File: src/rtl/sar_search_ctrl.sv
// Successive-approximation search controller driving an external 3-flag magnitude comparator.
// Optional flag sanity check enabled by defining SAR_FLAG_CHECK_EN.
module sar_search_ctrl #(
   parameter int unsigned W = 4
) (
   input  logic         clk,
   input  logic         reset,
   input  logic         start,
   input  logic         cmp_aeb,
   input  logic         cmp_agb,
   input  logic         cmp_alb,
   output logic [W-1:0] trial,
   output logic         busy,
   output logic         done,
   output logic [W-1:0] result,
   output logic         found,
   output logic         flag_err
);

   localparam int unsigned KW = (W > 1) ? $clog2(W) : 1;
   localparam logic [KW-1:0] K_MSB = KW'(W - 1);

   typedef enum logic [1:0] {
      ST_IDLE,
      ST_SEARCH,
      ST_VERIFY,
      ST_DONE
   } state_t;

   state_t          r_state;
   state_t          w_state_nxt;
   logic [W-1:0]    r_trial;
   logic [W-1:0]    r_acc;
   logic [KW-1:0]   r_k;
   logic [W-1:0]    r_result;
   logic            r_found;

   logic            w_flag_bad;
   logic            w_keep;
   logic            w_active;
   logic [W-1:0]    w_one_k;
   logic [W-1:0]    w_acc_nxt;
   logic [W-1:0]    w_trial_nxt;

`ifdef SAR_FLAG_CHECK_EN
   logic            r_flag_err;

   assign w_flag_bad = !$onehot({cmp_aeb, cmp_agb, cmp_alb});

   always_ff @(posedge clk or posedge reset) begin
      if (reset) begin
         r_flag_err <= 1'b0;
      end else if (r_state == ST_IDLE && start) begin
         r_flag_err <= 1'b0;
      end else if (w_active && w_flag_bad) begin
         r_flag_err <= 1'b1;
      end
   end

   assign flag_err = r_flag_err;
`else
   assign w_flag_bad = 1'b0;
   assign flag_err   = 1'b0;
`endif

   // Bit k survives on "less than", or when the comparator asserts nothing at all.
   assign w_keep      = (cmp_alb & ~cmp_agb) | ~(cmp_agb | cmp_alb);
   assign w_active    = (r_state == ST_SEARCH) || (r_state == ST_VERIFY);
   assign w_one_k     = W'(1) << r_k;
   assign w_acc_nxt   = w_keep ? r_trial : r_acc;
   assign w_trial_nxt = (r_k == '0) ? w_acc_nxt : (w_acc_nxt | (w_one_k >> 1));

   always_ff @(posedge clk or posedge reset) begin
      if (reset) begin
         r_state <= ST_IDLE;
      end else begin
         r_state <= w_state_nxt;
      end
   end

   always_comb begin
      w_state_nxt = r_state;
      case (r_state)
         ST_IDLE: begin
            if (start) begin
               w_state_nxt = ST_SEARCH;
            end
         end
         ST_SEARCH: begin
            if (w_flag_bad || cmp_aeb) begin
               w_state_nxt = ST_DONE;
            end else if (r_k == '0) begin
               w_state_nxt = ST_VERIFY;
            end
         end
         ST_VERIFY: w_state_nxt = ST_DONE;
         ST_DONE:   w_state_nxt = ST_IDLE;
         default:   w_state_nxt = ST_IDLE;
      endcase
   end

   always_comb begin
      busy = 1'b0;
      done = 1'b0;
      case (r_state)
         ST_SEARCH, ST_VERIFY: busy = 1'b1;
         ST_DONE:              done = 1'b1;
         default: ;
      endcase
   end

   always_ff @(posedge clk or posedge reset) begin
      if (reset) begin
         r_trial  <= '0;
         r_acc    <= '0;
         r_k      <= K_MSB;
         r_result <= '0;
         r_found  <= 1'b0;
      end else begin
         case (r_state)
            ST_IDLE: begin
               if (start) begin
                  r_acc    <= '0;
                  r_k      <= K_MSB;
                  r_trial  <= W'(1) << K_MSB;
                  r_result <= '0;
                  r_found  <= 1'b0;
               end
            end
            ST_SEARCH: begin
               if (w_flag_bad) begin
                  r_result <= r_acc;
                  r_found  <= 1'b0;
               end else if (cmp_aeb) begin
                  r_result <= r_trial;
                  r_found  <= 1'b1;
               end else begin
                  r_acc   <= w_acc_nxt;
                  r_trial <= w_trial_nxt;
                  if (r_k != '0) begin
                     r_k <= r_k - 1'b1;
                  end
               end
            end
            ST_VERIFY: begin
               r_result <= r_acc;
               r_found  <= cmp_aeb & ~w_flag_bad;
            end
            default: ;
         endcase
      end
   end

   assign trial  = r_trial;
   assign result = r_result;
   assign found  = r_found;

endmodule

File: config.mk
export PLATFORM = sky130hd
export DESIGN_NAME = sar_search_ctrl
export DESIGN_NICKNAME = d
export VERILOG_FILES = /design/src/rtl/sar_search_ctrl.sv
export SDC_FILE = /design/constraint.sdc
export NUM_CORES = 1
export LEC_CHECK = 0
export BUFFER_PORTS_ARGS = -buffer_cell sky130_fd_sc_hd__clkbuf_2
export CAP_MARGIN = 20
export CORE_MARGIN = 2
export CORE_UTILIZATION = 40
export DETAILED_ROUTE_END_ITERATION = 7
export GPL_TIMING_DRIVEN = 1
export SETUP_SLACK_MARGIN = 0.3
export SYNTH_ARGS = -nofsm -noshare
export SYNTH_HDL_FRONTEND = slang
export SYNTH_SLANG_ARGS = --single-unit
File: constraint.sdc
create_clock -name clk -period 4.58 [get_ports clk]
set_clock_uncertainty 0.15 [all_clocks]
set_input_delay 0.458 -clock clk [delete_from_list [all_inputs] [get_ports clk]]
set_output_delay 0.458 -clock clk [all_outputs]
set_load 0.02 [all_outputs]
==> reports/results.ini <==
[power]
p_leak_uw = 0.000563
power_density_nw_per_um2 = 693
p_clk_frac = 0.104
switchingPower_uw = 388
ir_drop_mv = 0.369
switching_share = 0.481
seq_power_share = 0.331
internal_power_uw = 419
p_comb_frac = 0.566

[clock_tree]
cts_tree = done
clk_pin_slew_ps = 110
cts_resized = 0
clockRootBuffer = clkbuf_4
cts_num_sinks = 17
postCtsSetupBuffers = 0
clock_path_buffers = 2
cts_max_level = 1
holdBufCountCts = 0
clk_latency_ps = 300
cts_buffers = 3

[synthesis]
synth-seq-cells = 17
yosys_warnings = 0
synth_area_per_cell_um2 = 9.80
ys_dominant_reg_cell = dfrtp_1
yosysTopAreaCellShare = 0.361
syn_area_um2 = 1040
synth_cell_types = 36
synth_nets = 120
synthArstFlopShare = 1.00
synthTopCellsByArea = dfrtp_1 (36%), ha_1 (9.6%), a22o_1 (6.7%), dfstp_2 (5.1%), inv_1 (4.3%)
yosysTopAreaCell = dfrtp_1
ys_seq_area_frac = 0.412
netlist_instances = 106
synth-edff-count = 0

[critical_path]
critical_path_class = flip-flop to primary output
max_stage_delay_ps = 470
critPathTopFamily = flip-flops
crit_buf_inv = 2
worstPathMaxFanout = 7
r2r-start = r_state[0]$_DFFE_PP0P_
required_ps = 3970
cp_slowest_cell = dfrtp_1
critPathCaptureType = primary output
cp-start-kind = flip-flop
crit_chain = inv_1 -> ha_1 -> clkbuf_2
arrival_ps = 1520
cp-startpoint = r_state[0]$_DFFE_PP0P_

[layout]
antenna_cells = 0
finalInstanceArea_um2 = 1160
area_growth_syn_to_layout_pct = 12.0
fin_util = 0.470
drive_above_1_share = 0.221
finalNetCount = 137
stdcell_count = 152

[timing]
tightest_slew_ps = 667
finalSetupViolations = 0
rsz0062_at_grt = false
finalCritPeriodShare = 0.464
fin_setup_tns_ps = 0
finalHoldViolCount = 0
drv_slew = 0
max_freq_ghz = 0.471
period_minus_slack_ps = 2120
maxSlewHeadroom = 0.555

[placement]
io_buffers = 15
dp_hpwl_mm = 1.57
post-place-cells = 148
gp_congestion = 0.773
place_area_um2 = 1140

[grt]
first_global_vias = 743
overflow = 0
antenna_found_initial = 0
grt_max_degree = 18
grt_pass1_wl_mm = 3.41
grt.total_usage = 0.162

[min_path]
min_path_type = input port to async pin

[floorplan]
dieArea_um2 = 3020
coreArea_um2 = 2480
rows = 18
die_y_um = 55.0
io_pins = 18
die_x_um = 55.0
start_util = 0.419

[drt]
drc = 0
vias = 849
antenna_left = 0
wire_per_inst_um = 13.8
routed_wl_mm = 2.10
drt_iter0_drc = 15
drtPass1Iterations = 4
vias_per_cell = 5.59

[status]
status = complete, no violations

[run]
max_cap_viol_count = 0

[final timing paths]
path	endpoint	depth (start not counted)	slack [ps]
max in group asynchronous	trial[0]$_DFFE_PP0P_	2	3780
hold / removal	result[2]$_DFFE_PP0P_	2	70
setup reg to reg	r_acc[1]$_DFFE_PP0P_	6	2520
setup / recovery	busy	3	2460
min in group clk	trial[0]$_DFFE_PP0P_	3	320
hold reg to reg	r_k[1]$_DFFE_PP1P_	2	380
[cell type report]
| cell class | count | area, um^2 |
|---|---|---|
| clock buffers | 3 | 22.5 |
| flip-flops and latches | 17 | 428 |
| repair buffers | 15 | 75.1 |
| multi-input cells | 74 | 551 |
| fillers | 251 | 1310 |
| inverters | 12 | 45.0 |
| clock inverters | 1 | 5.00 |
| well taps | 30 | 37.5 |
[cells in the final DEF, fill, tap and decap left out, drive strengths merged, types with 2 or more instances in the layout]
cell	netlist	layout
nand2b	3	3
o31ai	2	2
a21boi	2	2
a22o	8	8
clkbuf	2	18
a21oi	3	3
a32oi	2	2
o21ai	8	8
ha	8	8
dfstp	2	2
nor2	6	6
inv	12	12
nand3	6	6
nand2	2	2
a21o	2	2
nor2b	3	3
dfrtp	15	15
nor3	3	3
a221oi	2	2
[layer usage]
metal  up-vias  wire length [um]  share of wire  GRT usage
li1        417                 -              -          -
met1       410               987           0.47      0.206
met2        20              1000           0.48      0.264
met3         2                91          0.043     0.0565
met4         0                15         0.0072     0.0366
met5         -                 0              0          0
[through the flow]
stage | setup slack (ps) | total power [uW] | hold WS, ps
floorplan | 2760 | 609 | 233
finish | 2460 | 807 | 65.6
CTS | 2450 | 812 | 92.9
global placement | 2590 | 715 | 358
detailed placement | 2540 | 728 | 361
global route | 2330 | 879 | 132
[Yosys cell counts (2+ instances only)]
cell type	instances
dfrtp_1	15
inv_1	12
a22o_1	8
ha_1	8
o21ai_0	8
nand3_1	6
nor2_1	5
a21oi_1	3
nand2b_1	3
nor2b_1	3
a21boi_0	2
a21o_1	2
a221oi_1	2
a32oi_1	2
clkbuf_1	2
dfstp_2	2
nand2_1	2
nor3_1	2
o31ai_1	2
[kinds of logic (layout without fill, tap and decap cells)]
group,Yosys count,in the layout,share of synthesized area
flip-flops,17,17,0.412
AND/OR/NAND/NOR,27,27,0.143
buffers and inverters,15,31,0.0578
other,1,1,0.00361
AO/OA/AOI/OAI,36,36,0.266
adder cells (fa/ha/maj),8,8,0.0964
multiplexers,2,2,0.0205
[flip-flops by register name (all words and copies together) (netlist names)]
register	cells
r_acc	4
r_state	2
found	1
r_k	2
result	4
trial	4
[power groups by stage]
| stage | clock network, uW | registers [uW] | logic [uW] |
|---|---|---|---|
| after floorplan | 0 | 291 | 318 |
| after global placement | 0 | 267 | 449 |
| after detailed placement | 0 | 269 | 459 |
| after CTS | 86.4 | 266 | 460 |
| after global routing | 94.4 | 274 | 511 |
| final | 83.6 | 267 | 456 |
Power figures use the tool's default switching activity.
